File: src/rtl/ps2_rx_fifo.sv
// rtl/ps2_rx_fifo.sv - PS/2 frame receiver with glitch filtering, timeout and FWFT receive FIFO
module ps2_rx_fifo #(
   parameter int WIDTH   = 8,
   parameter int PARITY  = 1,
   parameter int DEPTH   = 4,
   parameter int FILTER  = 4,
   parameter int TIMEOUT = 1024
) (
   input  logic             clk,
   input  logic             reset,
   input  logic             kclk,
   input  logic             kdat,
   output logic [WIDTH-1:0] rd_data,
   output logic             rd_valid,
   input  logic             rd_ready,
   output logic             err_parity,
   output logic             err_frame,
   output logic             overflow,
   output logic             busy
);

   localparam int AW = $clog2(DEPTH);
   localparam int FW = $clog2(FILTER + 1);
   localparam int TW = $clog2(TIMEOUT + 1);

   typedef enum logic [1:0] {IDLE, DATA, PAR, STOP} state_t;

   // index 0 carries kclk, index 1 carries kdat
   logic [1:0]    s1, s2, filt;
   logic [FW-1:0] fcnt [2];
   logic          filt_clk_d;
   logic          fall, bit_in;

   state_t           state, state_nx;
   logic             shift, par_chk, fin, tout;
   logic [4:0]       bitcnt;
   logic [TW-1:0]    tcnt;
   logic [WIDTH-1:0] shreg, push_data;
   logic [WIDTH:0]   sh_tmp;
   logic             par_bad, push_req;

   logic [WIDTH-1:0] mem [DEPTH];
   logic [AW-1:0]    wptr, rptr;
   logic [AW:0]      count;
   logic             full, pop, wr;

   always_ff @(posedge clk) begin
      if (reset) begin
         s1         <= 2'b11;
         s2         <= 2'b11;
         filt       <= 2'b11;
         filt_clk_d <= 1'b1;
         fcnt[0]    <= '0;
         fcnt[1]    <= '0;
      end else begin
         s1         <= {kdat, kclk};
         s2         <= s1;
         filt_clk_d <= filt[0];
         // a new level is accepted only after FILTER consecutive differing samples
         for (int i = 0; i < 2; i++) begin
            if (s2[i] == filt[i]) begin
               fcnt[i] <= '0;
            end else if (fcnt[i] == FW'(FILTER - 1)) begin
               filt[i] <= s2[i];
               fcnt[i] <= '0;
            end else begin
               fcnt[i] <= fcnt[i] + 1'b1;
            end
         end
      end
   end

   assign fall   = filt_clk_d & ~filt[0];
   assign bit_in = filt[1];
   assign tout   = (state != IDLE) && !fall && (tcnt == TW'(TIMEOUT - 1));
   assign sh_tmp = {bit_in, shreg};

   always_ff @(posedge clk) begin
      if (reset) state <= IDLE;
      else       state <= state_nx;
   end

   always_comb begin
      state_nx = state;
      shift    = 1'b0;
      par_chk  = 1'b0;
      fin      = 1'b0;
      case (state)
         IDLE: if (fall && !bit_in) state_nx = DATA;
         DATA: if (fall) begin
            shift = 1'b1;
            if (bitcnt == 5'(WIDTH - 1)) state_nx = (PARITY != 0) ? PAR : STOP;
         end
         PAR: if (fall) begin
            par_chk  = 1'b1;
            state_nx = STOP;
         end
         STOP: if (fall) begin
            fin      = 1'b1;
            state_nx = IDLE;
         end
         default: state_nx = IDLE;
      endcase
      if (tout) state_nx = IDLE;
   end

   always_ff @(posedge clk) begin
      if (reset) begin
         bitcnt     <= '0;
         tcnt       <= '0;
         shreg      <= '0;
         par_bad    <= 1'b0;
         push_req   <= 1'b0;
         push_data  <= '0;
         err_parity <= 1'b0;
         err_frame  <= 1'b0;
      end else begin
         push_req   <= 1'b0;
         err_parity <= 1'b0;
         err_frame  <= tout;
         if (state == IDLE || fall) tcnt <= '0;
         else                       tcnt <= tcnt + 1'b1;
         if (state == IDLE) begin
            bitcnt  <= '0;
            par_bad <= 1'b0;
         end
         if (shift) begin
            shreg  <= sh_tmp[WIDTH:1];
            bitcnt <= bitcnt + 1'b1;
         end
         if (par_chk) par_bad <= (PARITY == 1) ? (bit_in != ~^shreg) : (bit_in != ^shreg);
         // stop-bit error wins over a latched parity failure
         if (fin) begin
            if (!bit_in)      err_frame  <= 1'b1;
            else if (par_bad) err_parity <= 1'b1;
            else begin
               push_req  <= 1'b1;
               push_data <= shreg;
            end
         end
      end
   end

   assign full     = (count == (AW + 1)'(DEPTH));
   assign rd_valid = (count != '0);
   assign pop      = rd_valid && rd_ready;
   assign wr       = push_req && (!full || pop);
   assign overflow = push_req && full && !pop;
   assign rd_data  = rd_valid ? mem[rptr] : '0;
   assign busy     = (state != IDLE);

   always_ff @(posedge clk) begin
      if (wr) mem[wptr] <= push_data;
   end

   always_ff @(posedge clk) begin
      if (reset) begin
         wptr  <= '0;
         rptr  <= '0;
         count <= '0;
      end else begin
         if (wr)  wptr <= wptr + 1'b1;
         if (pop) rptr <= rptr + 1'b1;
         count <= count + (AW + 1)'(wr) - (AW + 1)'(pop);
      end
   end

endmodule

File: config.mk
export PLATFORM = sky130hd
export DESIGN_NAME = ps2_rx_fifo
export DESIGN_NICKNAME = d
export VERILOG_FILES = /design/src/rtl/ps2_rx_fifo.sv
export SDC_FILE = /design/constraint.sdc
export NUM_CORES = 1
export LEC_CHECK = 0
export CORE_MARGIN = 1
export CORE_UTILIZATION = 64
export CTS_BUF_LIST = sky130_fd_sc_hd__clkbuf_16
export DETAILED_ROUTE_END_ITERATION = 16
export PLACE_DENSITY = 0.84
export SKIP_LAST_GASP = 1
export SLEW_MARGIN = 20
export SYNTH_ARGS = -nofsm -noshare
export SYNTH_HDL_FRONTEND = slang
export SYNTH_SLANG_ARGS = --single-unit
export TNS_END_PERCENT = 5
File: constraint.sdc
create_clock -name clk -period 4.8 [get_ports clk]
set_input_delay 0.96 -clock clk [delete_from_list [all_inputs] [get_ports clk]]
set_output_delay 0.96 -clock clk [all_outputs]
set_load 0.02 [all_outputs]
==> impl_metrics.xml, run 1 <==
<?xml version="1.0" encoding="UTF-8"?>
<metrics>
  <group name="place">
    <metric name="dp_slack" unit="ns">1.340</metric>
    <metric name="place_congestion" unit="">0.7919</metric>
    <metric name="placedCellCount" unit="">408</metric>
    <metric name="placement.io_buffers" unit="">17</metric>
    <metric name="post-dp-hpwl" unit="µm">4171</metric>
    <metric name="dpl-instance-area" unit="mm²">0.004084</metric>
  </group>
  <group name="routing">
    <metric name="routed_wire_length_per_instance" unit="µm">15.33</metric>
    <metric name="first_pass_iters" unit="">4</metric>
    <metric name="drc" unit="">0</metric>
    <metric name="total_number_of_vias" unit="">2366</metric>
    <metric name="initialDrtViolationCount" unit="">126</metric>
    <metric name="detail_route_antenna_nets" unit="">0</metric>
    <metric name="drt_wl_total" unit="µm">6498</metric>
    <metric name="routed_via_density" unit="">5.580</metric>
  </group>
  <group name="synth">
    <metric name="syn_area_per_cell" unit="µm²">11.83</metric>
    <metric name="postSynthCellCount" unit="">325</metric>
    <metric name="ys_top_cells_by_area" unit="">sky130_fd_sc_hd__edfxtp_1, sky130_fd_sc_hd__dfxtp_1, sky130_fd_sc_hd__ha_1, sky130_fd_sc_hd__mux4_2, sky130_fd_sc_hd__nor2_1</metric>
    <metric name="yosys_most_used_dff" unit="">sky130_fd_sc_hd__dfxtp_1</metric>
    <metric name="yosys_warnings" unit="">0</metric>
    <metric name="netlist_top_cells_count" unit="">sky130_fd_sc_hd__dfxtp_1, sky130_fd_sc_hd__edfxtp_1, sky130_fd_sc_hd__nor2_1</metric>
    <metric name="ys_seq_area_share" unit="%">57.79</metric>
    <metric name="synth_top_area_cell" unit="">sky130_fd_sc_hd__edfxtp_1</metric>
    <metric name="synth.distinct_cells" unit="">47</metric>
    <metric name="post-synth-top-count-cell" unit="">sky130_fd_sc_hd__dfxtp_1</metric>
    <metric name="yosysTopAreaCellShare" unit="%">29.68</metric>
    <metric name="synth.cell_area" unit="mm²">0.003845</metric>
    <metric name="synth.ff_latch_count" unit="">92</metric>
    <metric name="synth_enable_flop_cells" unit="">38</metric>
    <metric name="synth_async_sr_flop_share" unit="%">0</metric>
  </group>
  <group name="pwr">
    <metric name="power_density" unit="mW/mm²">442.9</metric>
    <metric name="static_leakage" unit="nW">1.600</metric>
    <metric name="ir_worst_vdd" unit="mV">0.2965</metric>
  </group>
  <group name="clock_tree">
    <metric name="cts_made_buffers" unit="">9</metric>
    <metric name="ctsResizeCount" unit="">0</metric>
    <metric name="cts_tree" unit="">built</metric>
    <metric name="clk-insertion-delay-late" unit="ns">0.34</metric>
    <metric name="clkSlewWorstSetupHoldPaths" unit="ns">0.06</metric>
    <metric name="clk_path_buf_depth" unit="">2</metric>
    <metric name="clock-root-buffer" unit="">sky130_fd_sc_hd__clkbuf_16</metric>
    <metric name="total_setup_buffers_inserted_after_cts" unit="">0</metric>
    <metric name="clock_sink_count" unit="">92</metric>
    <metric name="clock_tree.htree_level_count" unit="">3</metric>
    <metric name="cts_hold_buf" unit="">0</metric>
  </group>
  <group name="critical_path">
    <metric name="crit_arrival" unit="ns">2.48</metric>
    <metric name="timing.critical_path.fanout_max" unit="">3</metric>
    <metric name="r2r_cells" unit="">10</metric>
    <metric name="regToRegEndpoint" unit="">count[2]</metric>
    <metric name="kind_of_critical_path" unit="">primary input to output port</metric>
    <metric name="ff2ff_setup_slack" unit="ns">2.26</metric>
    <metric name="worstReg2RegStart" unit="">count[1]</metric>
    <metric name="critical_path.startpoint" unit="">rd_ready</metric>
    <metric name="timing.critical_path.from_type" unit="">primary input</metric>
    <metric name="critical_path.endpoint_type" unit="">output port</metric>
    <metric name="critPathRequiredTime" unit="ns">3.84</metric>
  </group>
  <group name="timing">
    <metric name="drv_slew" unit="">0</metric>
    <metric name="fmax" unit="MHz">290.5</metric>
    <metric name="layout_skew" unit="ns">0.006566</metric>
    <metric name="fin_tns_setup" unit="ns">0</metric>
    <metric name="rsz0062_at_grt" unit="">no</metric>
    <metric name="worst_slack" unit="ns">1.358</metric>
    <metric name="timing_worst_slew_pin_value" unit="ns">0.5616</metric>
    <metric name="finalWorstPathRequiredPeriod" unit="ns">3.442</metric>
    <metric name="min_period_over_period" unit="%">71.71</metric>
    <metric name="setup_viol_count_final" unit="">0</metric>
    <metric name="relative_max_transition_margin" unit="%">62.44</metric>
    <metric name="fin_worst_hold_slack" unit="ns">0.4142</metric>
    <metric name="hold_violations" unit="">0</metric>
  </group>
  <group name="final_layout">
    <metric name="relative_area_change_from_synthesis_to_final_layout" unit="%">14.58</metric>
    <metric name="share_of_final_layout_standard_cells_stronger_than_drive_strength_1" unit="%">10.23</metric>
    <metric name="insertedDiodeCount" unit="">0</metric>
    <metric name="final_area" unit="mm²">0.004405</metric>
    <metric name="fill_cell_instance_count_of_the_final_layout" unit="">350</metric>
    <metric name="finish.net_count" unit="">369</metric>
    <metric name="layoutNonFillerInstCount" unit="">424</metric>
  </group>
  <group name="global_route">
    <metric name="global_route_wire_length_before_repair" unit="µm">10710</metric>
    <metric name="first_global_vias" unit="">2297</metric>
    <metric name="grt-ovfl-total" unit="">0</metric>
    <metric name="initial_antenna_violation_count" unit="">0</metric>
    <metric name="globalRouteMet1Util" unit="%">28.76</metric>
    <metric name="grtUsageTotal" unit="%">22.82</metric>
    <metric name="global_route.peak_usage_layer" unit="">met2</metric>
    <metric name="grt_util_met3" unit="%">4.914</metric>
    <metric name="grt_use_met2" unit="%">38.63</metric>
    <metric name="largest_net_degree_at_the_start_of_global_routing" unit="">43</metric>
  </group>
  <group name="floorplan">
    <metric name="core_area" unit="mm²">0.005642</metric>
    <metric name="pin_count" unit="">18</metric>
    <metric name="start_util" unit="%">68.15</metric>
    <metric name="chipHeight" unit="µm">79.51</metric>
    <metric name="die_area" unit="mm²">0.006322</metric>
    <metric name="row_count" unit="">27</metric>
    <metric name="floorplan.die.width" unit="µm">79.51</metric>
  </group>
  <group name="worst_hold_path">
    <metric name="worstHoldPathCells" unit="">1</metric>
    <metric name="holdCritPathClass" unit="">flip-flop to flip-flop</metric>
    <metric name="worst_hold_startpoint" unit="">s1[1]</metric>
    <metric name="worst_hold_path.endpoint" unit="">s2[1]</metric>
  </group>
  <group name="run">
    <metric name="max_cap_viol_count" unit="">0</metric>
  </group>
  <group name="status">
    <metric name="status" unit="">finished clean</metric>
  </group>
</metrics>
==> placed cells by master, fill, tap and decap left out, types with 6 or more instances in the layout <==
cell                               n
sky130_fd_sc_hd__xnor2_1           9
sky130_fd_sc_hd__clkdlybuf4s50_1  17
sky130_fd_sc_hd__edfxtp_1         38
sky130_fd_sc_hd__nand2_1          24
sky130_fd_sc_hd__conb_1            6
sky130_fd_sc_hd__a21oi_1          17
sky130_fd_sc_hd__inv_1            13
sky130_fd_sc_hd__dfxtp_1          54
sky130_fd_sc_hd__xor2_1           11
sky130_fd_sc_hd__ha_1             16
sky130_fd_sc_hd__nand3_1           8
sky130_fd_sc_hd__mux2i_1          11
sky130_fd_sc_hd__clkbuf_16         9
sky130_fd_sc_hd__mux4_2            8
sky130_fd_sc_hd__and2_1           14
sky130_fd_sc_hd__nor2_1           38
==> routing by layer <==
layer  part of all wire, %  vias up
li1                      -     1171
met1                    44     1146
met2                    51       44
met3                   4.4        5
met4                  0.58        0
met5                     0        -
==> how the worst max path moves through the flow <==
stage	to
after floorplan	count[2]
after global placement	overflow
after detailed placement	overflow
after CTS	overflow
after global routing	overflow
final	overflow
==> stage by stage <==
step,power [W],util [%]
2_1_floorplan,0.001097,-
3_3_place_gp,0.001203,72.39
3_5_place_dp,0.001219,72.39
4_1_cts,0.001961,78.09
5_1_grt,0.002021,78.09
6_report,0.001951,78.09
==> registers in the layout (all words and copies together) (netlist names), named ones only <==
register / count
filt: 2
push_data: 8
state: 2
par_bad: 1
bitcnt: 5
filt_clk_d: 1
s1: 2
err_parity: 1
push_req: 1
shreg: 8
mem: 32
rptr: 2
count: 3
s2: 2
fcnt: 6
err_frame: 1
wptr: 2
tcnt: 11
==> cell families (layout without fill, tap and decap cells) <==
logic type | after synthesis | count (layout) | synth area share (%)
compound gates | 27 | 27 | 4.165
xor+xnor | 22 | 22 | 5.565
fa+ha+maj | 17 | 17 | 5.727
buf+inv | 26 | 48 | 2.603
flops | 92 | 92 | 57.79
mux | 19 | 19 | 7.550
other cells | 1 | 6 | 0.09753
simple gates | 121 | 121 | 16.50
==> final cells by class <==
class | instances | area, µm² | share of cell area (%)
Inverter | 14 | 52.55 | 1.193
Multi-Input combinational cell | 212 | 1541 | 34.99
Sequential cell | 92 | 2222 | 50.44
Tap cell | 72 | 90.09 | 2.045
Timing Repair Buffer | 18 | 177.7 | 4.033
Clock buffer | 9 | 225.2 | 5.112
Clock inverter | 7 | 96.34 | 2.187
==> critical path: stages <==
cell and delay, ns:
sky130_fd_sc_hd__clkdlybuf4s50_1 0.44, sky130_fd_sc_hd__nor4b_1 0.31, sky130_fd_sc_hd__and2_1 0.18, sky130_fd_sc_hd__clkdlybuf4s50_1 0.59
==> power breakdown <==
part,switching (W),leakage (nW),internal [W]
Sequential,0.0000416,0.795,0.000834
Combinational,0.000149,0.654,0.000174
Clock,0.000294,0.150,0.000458
Total,0.000485,1.60,0.00147
(Power assumes the default switching activity.)
==> inputs of run 2 (changes only) <==
Settings changed: CORE_UTILIZATION 64 to 59, PLACE_DENSITY 0.84 to 0.78.
Clock period 4.8 ns to 3.3 ns, I/O delays scaled along.
==> run 2 against run 1 <==
Effect of this change:
- sequential cell count did not move
- critical path type is now flip-flop to output port
- clock skew rose by 0.0019 ns
- non-clock buffer count rose by 2
- final area rose by 0.54%
==> impl_metrics.xml, run 2 (synthesized netlist as in run 1, its figures left out) <==
<?xml version="1.0" encoding="UTF-8"?>
<metrics>
  <group name="critical_path">
    <metric name="timing.critical_path.fanout_max" unit="">8</metric>
    <metric name="timing.critical_path.from_type" unit="">flip-flop</metric>
    <metric name="ff2ff_setup_slack" unit="ns">0.83</metric>
    <metric name="crit_arrival" unit="ns">2.26</metric>
    <metric name="critical_path.endpoint_type" unit="">output port</metric>
    <metric name="crit_path_top_delay_cell" unit="">sky130_fd_sc_hd__dfxtp_1</metric>
    <metric name="critPathRequiredTime" unit="ns">2.64</metric>
    <metric name="timing.critical_path.slowest_cell_delay" unit="ns">0.67</metric>
    <metric name="timing.critical_path.max_delay_family" unit="">flip-flops</metric>
    <metric name="kind_of_critical_path" unit="">flip-flop to output port</metric>
    <metric name="critical_path.n_buffers_inverters" unit="">1</metric>
    <metric name="path_cells" unit="">mux4_2, and2_1, clkdlybuf4s50_1</metric>
  </group>
  <group name="global_route">
    <metric name="grtUsageTotal" unit="%">19.73</metric>
    <metric name="first_global_vias" unit="">2166</metric>
    <metric name="largest_net_degree_at_the_start_of_global_routing" unit="">25</metric>
    <metric name="initial_antenna_violation_count" unit="">0</metric>
    <metric name="grt-ovfl-total" unit="">0</metric>
    <metric name="global_route_wire_length_before_repair" unit="µm">9784</metric>
  </group>
  <group name="floorplan">
    <metric name="core_area" unit="mm²">0.006314</metric>
    <metric name="row_count" unit="">29</metric>
    <metric name="chipHeight" unit="µm">82.73</metric>
    <metric name="floorplan.die.width" unit="µm">82.73</metric>
    <metric name="die_area" unit="mm²">0.006843</metric>
    <metric name="start_util" unit="%">60.90</metric>
    <metric name="pin_count" unit="">18</metric>
  </group>
  <group name="final_layout">
    <metric name="insertedDiodeCount" unit="">0</metric>
    <metric name="layoutNonFillerInstCount" unit="">431</metric>
    <metric name="largest-register" unit="">mem</metric>
    <metric name="largest_reg_flops" unit="">32</metric>
    <metric name="fill_cell_instance_count_of_the_final_layout" unit="">437</metric>
    <metric name="relative_area_change_from_synthesis_to_final_layout" unit="%">15.20</metric>
    <metric name="largestRegisters" unit="">mem (32), tcnt (11)</metric>
    <metric name="share_of_final_layout_standard_cells_stronger_than_drive_strength_1" unit="%">10.73</metric>
    <metric name="mostFrequentLayoutCell" unit="">sky130_fd_sc_hd__dfxtp_1</metric>
    <metric name="finish.net_count" unit="">371</metric>
    <metric name="highest_count_cells_in_the_layout_ignoring_fill_and_taps" unit="">sky130_fd_sc_hd__dfxtp_1, sky130_fd_sc_hd__nor2_1, sky130_fd_sc_hd__edfxtp_1</metric>
  </group>
  <group name="timing">
    <metric name="timing_worst_slew_pin_value" unit="ns">0.5664</metric>
    <metric name="drv_slew" unit="">0</metric>
    <metric name="layout_skew" unit="ns">0.008435</metric>
    <metric name="hold_violations" unit="">0</metric>
    <metric name="min_period_over_period" unit="%">88.42</metric>
    <metric name="fin_tns_setup" unit="ns">0</metric>
    <metric name="setup_viol_count_final" unit="">0</metric>
    <metric name="fmax" unit="MHz">342.7</metric>
    <metric name="rsz0062_at_grt" unit="">no</metric>
    <metric name="relative_max_transition_margin" unit="%">62.12</metric>
    <metric name="finalWorstPathRequiredPeriod" unit="ns">2.918</metric>
  </group>
  <group name="place">
    <metric name="placedCellCount" unit="">415</metric>
    <metric name="place_congestion" unit="">0.7851</metric>
    <metric name="post-dp-hpwl" unit="µm">4043</metric>
    <metric name="placement.io_buffers" unit="">17</metric>
  </group>
  <group name="clock_tree">
    <metric name="clkSlewWorstSetupHoldPaths" unit="ns">0.06</metric>
    <metric name="ctsResizeCount" unit="">0</metric>
    <metric name="clock-root-buffer" unit="">sky130_fd_sc_hd__clkbuf_16</metric>
    <metric name="clk-insertion-delay-late" unit="ns">0.34</metric>
    <metric name="total_setup_buffers_inserted_after_cts" unit="">0</metric>
    <metric name="clock_sink_count" unit="">92</metric>
    <metric name="cts_made_buffers" unit="">9</metric>
    <metric name="cts_tree" unit="">built</metric>
    <metric name="clock_tree.htree_level_count" unit="">3</metric>
    <metric name="cts_hold_buf" unit="">0</metric>
    <metric name="clk_path_buf_depth" unit="">2</metric>
  </group>
  <group name="routing">
    <metric name="drc" unit="">0</metric>
    <metric name="initialDrtViolationCount" unit="">116</metric>
    <metric name="routed_wire_length_per_instance" unit="µm">13.70</metric>
    <metric name="total_number_of_vias" unit="">2331</metric>
    <metric name="detail_route_antenna_nets" unit="">0</metric>
    <metric name="drt_wl_total" unit="µm">5905</metric>
    <metric name="first_pass_iters" unit="">4</metric>
    <metric name="routed_via_density" unit="">5.408</metric>
  </group>
  <group name="pwr">
    <metric name="ir_worst_vdd" unit="mV">0.4568</metric>
    <metric name="static_leakage" unit="nW">1.615</metric>
    <metric name="power_density" unit="mW/mm²">637.0</metric>
  </group>
  <group name="status">
    <metric name="status" unit="">finished clean</metric>
  </group>
  <group name="run">
    <metric name="max_cap_viol_count" unit="">0</metric>
  </group>
  <group name="worst_hold_path">
    <metric name="holdCritPathClass" unit="">flip-flop to flip-flop</metric>
  </group>
</metrics>
[run 2: layout make-up]
| cell class | instances | area (µm²) | share of cell area (%) |
|---|---|---|---|
| sequential | 92 | 2222 | 50.17 |
| multi-input combinational | 212 | 1541 | 34.80 |
| clock buffer | 9 | 225.2 | 5.085 |
| timing repair buffer | 20 | 192.7 | 4.350 |
| clock inverter | 7 | 98.84 | 2.232 |
| tap | 77 | 96.34 | 2.175 |
| inverter | 14 | 52.55 | 1.186 |
[run 2: power by group]
| part | leakage, nW | switching [W] | internal (W) |
|---|---|---|---|
| logic | 0.665 | 0.000208 | 0.000254 |
| clock network | 0.155 | 0.000423 | 0.000668 |
| registers | 0.795 | 0.0000539 | 0.00121 |
| total | 1.62 | 0.000685 | 0.00214 |
[run 2: final timing paths]
check | end | start | cells after the start
max | rd_data[5] | flip-flop | 3
min | s2[0] | s1[0] | 1
max reg2reg | count[2] | count[1] | 10
min reg2reg | s2[0] | s1[0] | 1
[run 2: metrics by stage]
| step | utilization (%) | instance area [µm²] | power (W) | setup slack, ns | hold WS, ns |
|---|---|---|---|---|---|
| 6_report | 70.15 | 4429 | 0.002821 | 0.3823 | 0.4066 |
| 5_1_grt | 70.15 | 4429 | 0.002955 | 0.2042 | 0.4140 |
| 4_1_cts | 70.15 | 4429 | 0.002854 | 0.3264 | 0.4066 |
| 3_5_place_dp | 65.02 | 4105 | 0.001764 | 0.4038 | 0.3942 |
| 3_3_place_gp | 65.02 | 4105 | 0.001751 | 0.4824 | 0.3953 |
| 2_1_floorplan | - | 3864 | 0.001595 | 0.8210 | 0.3895 |
[run 2: layer usage]
metal	global-route usage, %	routed length (µm)	vias to the layer above
li1	-	-	1173
met1	24.15	2698	1107
met2	31.97	2881	40
met3	4.615	189	11
met4	11.03	136	0
met5	0	0	-
==> RTL change, RTL diff (config.mk and constraints of run 1) <==
Re-encode `state_t` (4 states) as one-hot, 4 bits wide.
--- a/src/rtl/ps2_rx_fifo.sv
+++ b/src/rtl/ps2_rx_fifo.sv
@@ -23,7 +23,7 @@
    localparam int FW = $clog2(FILTER + 1);
    localparam int TW = $clog2(TIMEOUT + 1);
 
-   typedef enum logic [1:0] {IDLE, DATA, PAR, STOP} state_t;
+   typedef enum logic [3:0] {IDLE = 4'b0001, DATA = 4'b0010, PAR = 4'b0100, STOP = 4'b1000} state_t;
 
    // index 0 carries kclk, index 1 carries kdat
    logic [1:0]    s1, s2, filt;
Check against the original RTL: same outputs for any inputs over 10 cycles, from zero or initial values and one cycle with reset high; not proved beyond that.
==> RTL change against run 1 <==
- design area rose by 0.40%
- first-iteration DRC count fell by 18%
- routed wire length fell by 4.8%
- fmax fell by 0.29%
- global-route usage fell by 1.2 points
- register-to-register slack improved by 0.06 ns
- combinational power fell by 2%
- setup slack got worse by 0.010 ns
- area after synthesis rose by 1.8%
- sequential cell count rose by 2
- count of clock-buffer cells in the layout did not move
- clock skew fell by 0.0025 ns
- power fell by 3.1%
==> RTL change: results (changes against run 1) <==
metric,value,unit,change
status,"finished, final reports clean",,
worst clock skew,0.00408,ns,-0.00249 ns
gr usage total,0.217,,-0.0116
final net count,374,,+1.4%
H-tree depth,3,,unchanged
worst-margin pin slew,0.606,ns,+0.0439 ns
routed vias/inst,5.62,,+0.66%
clk root buf,clkbuf_16,,
Pleak,1.58,nW,-1.4%
Worst-path clk slew,0.06,ns,about the same
Max VDD drop,0.264,mV,-11%
vias in the first global route,2314,,+0.74%
total setup buffers inserted after CTS,0,,unchanged
TritonCTS Buffers,9,,unchanged
share of cells above drive strength 1,0.0859,,-0.0164
Synth top cells by count,"dfxtp_1 (56), edfxtp_1 (38), nor2_1 (37), nand2_1 (28), a21oi_1 (16)",,
Int Pwr,1.43,mW,-2.8%
GPL Wtd Cong,0.821,,+3.6%
placed wire-length estimate,4.14,mm,-0.64%
first-pass GRT wire length,10.4,mm,-2.5%
dpl cell area,4130,µm²,+1.2%
register area share after synthesis,0.578,,about the same
largest net degree at the start of global routing,38,,-12%
Routed WL per cell,14.2,µm,-7.5%
top post-synthesis cells by area,"edfxtp_1 (29%), dfxtp_1 (29%), mux4_2 (4.6%)",,
Detailed Route Iter0 Violations,103,,-18%
## RTL change: cell count changes after synthesis, moves of 3 or more
cell / run 1 / this run
xor2_1: 11 / 7
nand2_1: 24 / 28
nor4_1: 1 / 4
buf_2: 2 / 7
or3_1: 3 / 7
ha_1: 16 / 12
## RTL change: final cells by class
type	instances	area (µm²)
multi-input combinational	221	1550
sequential	94	2260
clock buffer	9	225
fill	395	1500
inverter	12	45.0
timing repair buffer	18	178
clock inverter	7	66.3
tap	75	93.8
## RTL change: path summary, 6_finish.rpt
| check | endpoint | slack [ns] | cells past startpoint |
|---|---|---|---|
| worst max-delay path | overflow | 1.35 | 4 |
| worst max register to register | count[2] | 2.32 | 10 |
| worst min register to register | s2[1] | 0.41 | 1 |
| worst min-delay path | s2[1] | 0.41 | 1 |
## RTL change: critical path: stages
cell,delay (ns)
clkdlybuf4s50_1,0.44
nor4b_1,0.32
and2_1,0.18
clkdlybuf4s50_1,0.60
## RTL change: through the flow
step | utilization | std cells | setup slack [ns]
after global routing | 0.747 | 436 | 1.25
after CTS | 0.747 | 436 | 1.33
final | 0.747 | 436 | 1.35
after floorplan | - | 343 | 2.02
after detailed placement | 0.698 | 420 | 1.34
after global placement | 0.698 | 420 | 1.37
## RTL change: logic make-up after synthesis
group / after synthesis / share of synthesized area
DFF: 94 / 0.578
and+or+nand+nor: 134 / 0.177
xor gates and xnor gates: 20 / 0.0518
buffers and inverters: 28 / 0.0301
AOI/OAI and AO/OA: 29 / 0.0444
adders and majority gates: 13 / 0.0435
other: 1 / 0.000958
muxes: 19 / 0.0742
## RTL change: layer usage
| metal | GRT usage | vias to the layer above | share of wire |
|---|---|---|---|
| li1 | - | 1217 | - |
| met4 | 0.0786 | 0 | 0.015 |
| met2 | 0.375 | 49 | 0.50 |
| met5 | 0 | - | 0 |
| met1 | 0.257 | 1174 | 0.45 |
| met3 | 0.0591 | 9 | 0.034 |
## RTL change: power by group through the flow
stage / logic, mW / clock network, mW / registers [mW]
finish: 0.317 / 0.686 / 0.888
global route: 0.350 / 0.729 / 0.894
CTS: 0.321 / 0.698 / 0.889
detailed placement: 0.320 / 0 / 0.906
global placement: 0.310 / 0 / 0.905
floorplan: 0.231 / 0 / 0.881
